### src/rtl/des_dec_key_sched.sv
// Iterative DES decryption key schedule: loads a 64-bit key and emits K16..K1,
// one 48-bit subkey per accepted valid/ready handshake.
module des_dec_key_sched #(
    parameter bit CHECK_PARITY = 1'b0
) (
    input  logic        clk,
    input  logic        rst,
    input  logic [63:0] key_in,
    input  logic        key_load,
    output logic        key_ready,
    output logic        sk_valid,
    input  logic        sk_ready,
    output logic [47:0] sk_out,
    output logic [3:0]  sk_round,
    output logic        sk_last,
    output logic        parity_err
);

    typedef enum logic {IDLE, EMIT} state_t;

    // Tables hold 1-based DES bit numbers (bit 1 is the MSB of each vector).
    localparam int PC1 [0:55] = '{
        57, 49, 41, 33, 25, 17,  9,  1, 58, 50, 42, 34, 26, 18,
        10,  2, 59, 51, 43, 35, 27, 19, 11,  3, 60, 52, 44, 36,
        63, 55, 47, 39, 31, 23, 15,  7, 62, 54, 46, 38, 30, 22,
        14,  6, 61, 53, 45, 37, 29, 21, 13,  5, 28, 20, 12,  4
    };

    localparam int PC2 [0:47] = '{
        14, 17, 11, 24,  1,  5,  3, 28, 15,  6, 21, 10,
        23, 19, 12,  4, 26,  8, 16,  7, 27, 20, 13,  2,
        41, 52, 31, 37, 47, 55, 30, 40, 51, 45, 33, 48,
        44, 49, 39, 56, 34, 53, 46, 42, 50, 36, 29, 32
    };

    function automatic logic [55:0] pc1(input logic [63:0] k);
        logic [55:0] r;
        r = '0;
        for (int i = 0; i < 56; i++)
            r[6'(55 - i)] = k[6'(64 - PC1[i])];
        return r;
    endfunction

    function automatic logic [47:0] pc2(input logic [55:0] cd);
        logic [47:0] r;
        r = '0;
        for (int i = 0; i < 48; i++)
            r[6'(47 - i)] = cd[6'(56 - PC2[i])];
        return r;
    endfunction

    // Decryption walks the schedule backwards, so the encrypt-side left
    // rotation becomes a right rotation.
    function automatic logic [27:0] rotr(input logic [27:0] v, input logic two);
        return two ? {v[1:0], v[27:2]} : {v[0], v[27:1]};
    endfunction

    state_t      state;
    logic [27:0] c, d;
    logic [3:0]  rnd;
    logic        two_step;
    logic        par_bad;

    // s(rnd+1) is 1 only for rounds 1, 2, 9 and 16.
    assign two_step = !(rnd == 4'd0 || rnd == 4'd1 || rnd == 4'd8 || rnd == 4'd15);

    always_comb begin
        par_bad = 1'b0;
        for (int b = 0; b < 8; b++)
            par_bad = par_bad | ~(^key_in[8*b +: 8]);
    end

    always_ff @(posedge clk) begin
        if (rst) begin
            state      <= IDLE;
            c          <= '0;
            d          <= '0;
            rnd        <= '0;
            parity_err <= 1'b0;
        end else begin
            case (state)
                IDLE: begin
                    if (key_load) begin
                        {c, d}     <= pc1(key_in);
                        rnd        <= 4'hF;
                        parity_err <= CHECK_PARITY ? par_bad : 1'b0;
                        state      <= EMIT;
                    end
                end
                EMIT: begin
                    if (sk_ready) begin
                        c <= rotr(c, two_step);
                        d <= rotr(d, two_step);
                        if (rnd == 4'd0) state <= IDLE;
                        else             rnd   <= rnd - 4'd1;
                    end
                end
                default: state <= IDLE;
            endcase
        end
    end

    assign key_ready = (state == IDLE);
    assign sk_valid  = (state == EMIT);
    assign sk_out    = pc2({c, d});
    assign sk_round  = rnd;
    assign sk_last   = sk_valid && (rnd == 4'd0);

endmodule

### config.mk
export PLATFORM = sky130hd
export DESIGN_NAME = des_dec_key_sched
export DESIGN_NICKNAME = d
export VERILOG_FILES = /design/src/rtl/des_dec_key_sched.sv
export SDC_FILE = /design/constraint.sdc
export NUM_CORES = 1
export LEC_CHECK = 0
export CAP_MARGIN = 30
export CELL_PAD_IN_SITES_DETAIL_PLACEMENT = 1
export CELL_PAD_IN_SITES_GLOBAL_PLACEMENT = 2
export CORE_MARGIN = 1
export CORE_UTILIZATION = 26
export CTS_BUF_LIST = sky130_fd_sc_hd__clkbuf_8
export DETAILED_ROUTE_END_ITERATION = 7
export GPL_ROUTABILITY_DRIVEN = 0
export GPL_TIMING_DRIVEN = 0
export HOLD_SLACK_MARGIN = 0.15
export PLACE_DENSITY_LB_ADDON = 0.3
export SLEW_MARGIN = 20
export SYNTH_ARGS = -nofsm -noshare
export SYNTH_HDL_FRONTEND = slang
export SYNTH_SLANG_ARGS = --single-unit
export TNS_END_PERCENT = 20
### constraint.sdc
create_clock -name clk -period 1.93 [get_ports clk]
set_clock_uncertainty 0.05 [all_clocks]
set_input_delay 0.386 -clock clk [delete_from_list [all_inputs] [get_ports clk]]
set_output_delay 0.386 -clock clk [all_outputs]
set_load 0.01 [all_outputs]
==> run metrics <==
Inserted Clock Buffers 9; FMAX 534 MHz; max-cap viol count 0; clk slew on worst S/H paths 0.07 ns; status complete, no violations; crit-path leading delay family buffers and inverters; Largest stage delay, worst path about 0.52 ns; Pint 2.46 mW; Slew @ Worst Pin 0.560 ns; Via-to-Cell Ratio 4.57; die area 12900 µm²; part of the cycle the worst path needs 0.969; Clk Latency, worst-skew pair about 0.34 ns; Hold Violations, Final 0; number of buffers added on ports 52; Leak Pwr 1.71 nW; area grow syn2layout 34.9%; critical path class flip-flop to output port; pre-CTS WS -0.507 ns; largest net degree at the start of global routing 11; first-pass GRT wire length about 14000 µm; Final Util 0.363; H-Tree Depth 3; commonest non-fill, non-tap cell in the layout buf_4; pwr/cell area 786 nW/µm²; Yosys Warn Count 0; TritonCTS clock tree done; Worst slew margin 0.627; asr flop ratio synth 0; GR Overflow Total 0; Residual DRC 0; top_reg_cell synth dfxtp_1; Synth Register Bits 61; count of flip-flops with a built-in enable after synthesis 0; chip width 114 µm; crit-path max FO 4; mapped cell area 3240 µm²; site row count 40; commonest cells after routing, fill and taps aside buf_4, dfxtp_1, clkdlybuf4s50_1; vias in the first global route 2704; endpoints failing setup 0; Nets 497; CP Capture Type output port; WL/cell 14.3 µm; Worst VDD drop between 200 and 300 µV; CP Buf/Inv Count 2; crit path max-delay cell type clkdlybuf4s50_1; Seq pwr share 0.400; Slew Limit Fails 0; Pre-antenna DRT Iters 4; DR vias 2735; Core ar. 12100 µm²; Iter 0 DRT Violations between 70 and 80; combinational share of power 0.244; CP Launch Type flip-flop; hold buffers post-CTS 0; n_diodes 0; GRT Resource Usage Total 0.141; Post-DP HPWL 6320 µm; Initial Util 0.269; Cell Chain, Critical Path buf_4 > clkdlybuf4s50_1; post-layout min period 1.87 ns; die height roughly 110 µm; Root Buffer clkbuf_8; clock sink count 61; Ports ~120; Worst Hold Class flip-flop to flip-flop; synthesized netlist cell count 336; Syn Area/Cell 9.64 µm²; initial antenna violation count 0; Net Sw Power 0.981 mW; register area share after synthesis 0.377; Netlist cell types 32; Sw Share 0.285; Clock Power Share 0.356; final WL 8570 µm; data arrival time of the critical path between 1 and 1.5 ns; ANT nets after route 0; CP required roughly 1.5 ns; CTS Buffer Depth 2; setup ws final 0.0591 ns; RSZ-0062 raised after global routing no; layout cells sized above 1 0.251
[state kept, by name, summed over array words and instances, names as in the netlist]
register	count
c	28
d	28
sk_round	4
sk_valid	1
[cell families after synthesis]
logic type	synth area share
buffers and inverters	0.172
DFF	0.377
and+or+nand+nor	0.104
other	0.00116
muxes	0.124
AOI/OAI and AO/OA	0.211
adders and majority gates	0.0116
[cell type report]
cell class / instances / area [µm²]
Inverter: 4 / 15.0
Sequential cell: 61 / 1230
Clock inverter: 7 / 82.6
Fill cell: 1402 / 7690
Clock buffer: 9 / 124
Multi-Input combinational cell: 215 / 1580
Timing Repair Buffer: 57 / 556
Tap cell: 168 / 210
Buffer: 78 / 571
[layer usage]
metal / wire (µm) / vias up / global-route usage
met5: 0 / - / 0
met4: 126 / 0 / 0.0526
met3: 317 / 11 / 0.0324
met2: 3960 / 60 / 0.234
met1: 4170 / 1306 / 0.179
li1: - / 1358 / -
[Yosys cell counts, types with 2 or more instances]
cell type / number / area (µm²)
a311oi_1: 18 / 158
buf_8: 3 / 45.0
inv_1: 4 / 15.0
clkbuf_1: 14 / 52.6
buf_4: 51 / 383
nor3_1: 4 / 20.0
o21ai_0: 16 / 80.1
mux2i_1: 40 / 400
nand3_1: 19 / 95.1
nor2_1: 20 / 75.1
a21oi_1: 2 / 10.0
o2bb2ai_1: 40 / 350
nand2_1: 2 / 7.51
ha_1: 3 / 37.5
nand4_1: 16 / 100
buf_2: 7 / 35.0
dfxtp_1: 61 / 1220
buf_6: 2 / 22.5
[worst paths after layout]
kind / startpoint / endpoint / slack, ns / cells after the start
hold reg to reg: c[23] / c[23] / 0.43 / 1
setup reg to reg: sk_round[0] / c[14] / 0.09 / 8
setup / recovery: d[25] / sk_out[21] / 0.06 / 2
hold / removal: c[23] / c[23] / 0.43 / 1
[timing repair]
action                     CTS  global route
setup endpoints to repair   25            55
pin swaps                    1             1
buffers inserted             3             2
resized for setup           17            19
[power by group through the flow]
stage	sequential, mW	clock [mW]	combinational, mW
2_1_floorplan	1.38	0	0.546
3_3_place_gp	1.40	0	0.778
3_5_place_dp	1.40	0	0.784
4_1_cts	1.37	1.27	0.821
5_1_grt	1.38	1.33	0.907
6_report	1.37	1.22	0.839
[through the flow]
step | cells | total power [mW] | instance area, µm² | hold slack (ns) | TNS (ns)
floorplan | 358 | 1.93 | 3320 | 0.403 | 0
global placement | 578 | 2.18 | 4050 | 0.422 | -18.59
detailed placement | 578 | 2.18 | 4050 | 0.426 | -19.89
CTS | 597 | 3.47 | 4320 | 0.439 | -0.0916
global route | 599 | 3.62 | 4370 | 0.452 | 0
finish | 599 | 3.44 | 4370 | 0.434 | 0
No activity file was read; power rests on OpenSTA's default activity.
==> RTL change, RTL diff (same flow settings) <==
`CHECK_PARITY`: 1'b0 -> 1'b1.
--- a/src/rtl/des_dec_key_sched.sv
+++ b/src/rtl/des_dec_key_sched.sv
@@ -1,7 +1,7 @@
 // Iterative DES decryption key schedule: loads a 64-bit key and emits K16..K1,
 // one 48-bit subkey per accepted valid/ready handshake.
 module des_dec_key_sched #(
-    parameter bit CHECK_PARITY = 1'b0
+    parameter bit CHECK_PARITY = 1'b1
 ) (
     input  logic        clk,
     input  logic        rst,
Behaviour: not the same (a bounded check fails within 4 cycles, from zero or initial values and one cycle with rst high).
==> RTL change against the original RTL <==
- the flow now finishes with violations (negative setup slack)
- routed wire length up 29%
- first-iteration DRC count increased by 62%
- clock power down 16%
- critical endpoint is now c[13]
- total power increased by 9.3%
- setup slack got worse by 65 ps
- cell area grew 36%
- count of clock-buffer cells in the layout up 2
- highest routed layer unchanged
- sequential share of layout area fell by 7.0 points
- utilization increased by 2.4 points
- critical path type is now flip-flop to flip-flop
- sequential cell count up 1
- area after synthesis grew 27%
- combinational power grew 59%
==> RTL change: results (changes against the original RTL) <==
CP max-delay cell dfxtp_4 (was clkdlybuf4s50_1); max incr delay on CP 390 ps (was 520 ps); failing checks negative setup slack; via count 3407 (was 2735); Initial DRC Count 128 (was 79); share of cells above drive strength 1 34.7% (was 25.1%); final worst slack -6.36 ps (was 59.1 ps); # setup viols final 3 (was 0); delay-heaviest family, CP flip-flops (was buffers and inverters); metal1 wirelength 4690 um (was 4170 um); Arr. time, crit path 2110 ps (was 1430 ps); DPL Wire Length 8780 um (was 6320 um); critical-path maximum fanout 10 (was 4); multi-input logic area 2610 um^2 (was 1580 um^2); met2 wire length 5400 um (was 3960 um); Reg-to-Reg Start sk_round[1] (was sk_round[0]); final hold slack 422 ps (was 434 ps); largest cells by area after synthesis dfxtp_1, mux2_4, xnor2_1 (was dfxtp_1, mux2i_1, buf_4); Post-DP Area 5500 um^2 (was 4050 um^2); Filler cells 1773 (was 1402); Final TNS setup -12.6 ps (was 0 ps); M1 GR Usage 16.4% (was 17.9%); hold wc startpoint rst (was c[23]); vias per cell 4.34 (was 4.57); hold-critical path depth 2 (was 1); met3 Resource Use GR 4.76% (was 3.24%); Min-Delay Endpoint sk_round[1] (was c[23]); Total Wirelength 11000 um (was 8570 um); routed wl met3 794 um (was 317 um); status complete, but fails checks (was completed); Lkg Pwr 2.27 nW (was 1.71 nW); vias in the first global route 3493 (was 2704); Placed Instances 763 (was 578); GRT Overall Usage 14.0% (was 14.1%); Commonest cells post-synth dfxtp_1, nor2_1, xnor2_1 (was dfxtp_1, buf_4, mux2i_1, o2bb2ai_1, nor2_1); worst min path class input port to flip-flop (was flip-flop to flip-flop); post-synthesis sequential area ratio 30.1% (was 37.7%); cells on worst reg2reg path 9 (was 8); Max VDD drop 0.265 mV (was 0.266 mV); nets 640 (was 497); Reg-to-Reg End c[13] (was c[14]); synth unique cells 33 (was 32); Port-buffer cells 100 (was 52)
[RTL change: repair_timing]
action | CTS | global route
setup buffers | 5 | 1
pin swaps | 1 | 0
endpoints found under the setup margin | 48 | 63
resized for setup | 44 | 9
[RTL change: power breakdown]
group / internal, mW / switching, mW / total (mW)
Clock: 0.516 / 0.509 / 1.03
Sequential: 1.33 / 0.0689 / 1.40
Combinational: 0.743 / 0.584 / 1.33
[RTL change: worst max path at each step]
| stage | slack [ps] | cells after the start | endpoint | from |
|---|---|---|---|---|
| 4_1_cts | -40 | 4 | sk_last | sk_round[1] |
| 3_3_place_gp | -410 | 7 | c[22] | sk_ready |
| 6_report | -6 | 9 | c[13] | sk_round[1] |
| 5_1_grt | -130 | 9 | c[13] | sk_round[1] |
| 3_5_place_dp | -470 | 7 | d[0] | sk_ready |
| 2_1_floorplan | -1 | 9 | c[22] | sk_round[1] |
[RTL change: final cells by class]
class	instances	area share (%)
plain buffers	76	9.52
inverters	3	0.232
clock buffers	11	2.55
well taps	211	4.45
multi-input cells	311	44.0
flip-flops and latches	62	21.2
repair buffers	106	17.7
clock inverters	5	0.338
[RTL change: worst reg2reg max path, stage by stage, from the launching register on]
cell and delay (ps):
dfxtp_4 390, inv_4 50, ha_4 140, nor2b_4 120, o31ai_4 200, buf_6 190
buf_12 160, mux2_4 310, a22oi_2 140, nor2_1 60
[RTL change: kinds of logic after synthesis]
logic type | Yosys count | synth area share (%)
other | 1 | 0.0910
XOR/XNOR | 57 | 12.1
multiplexers | 56 | 18.9
flip-flops | 62 | 30.1
AND/OR/NAND/NOR | 91 | 9.02
buffers and inverters | 79 | 13.9
adder cells (fa/ha/maj) | 3 | 0.911
AO/OA/AOI/OAI | 82 | 14.9
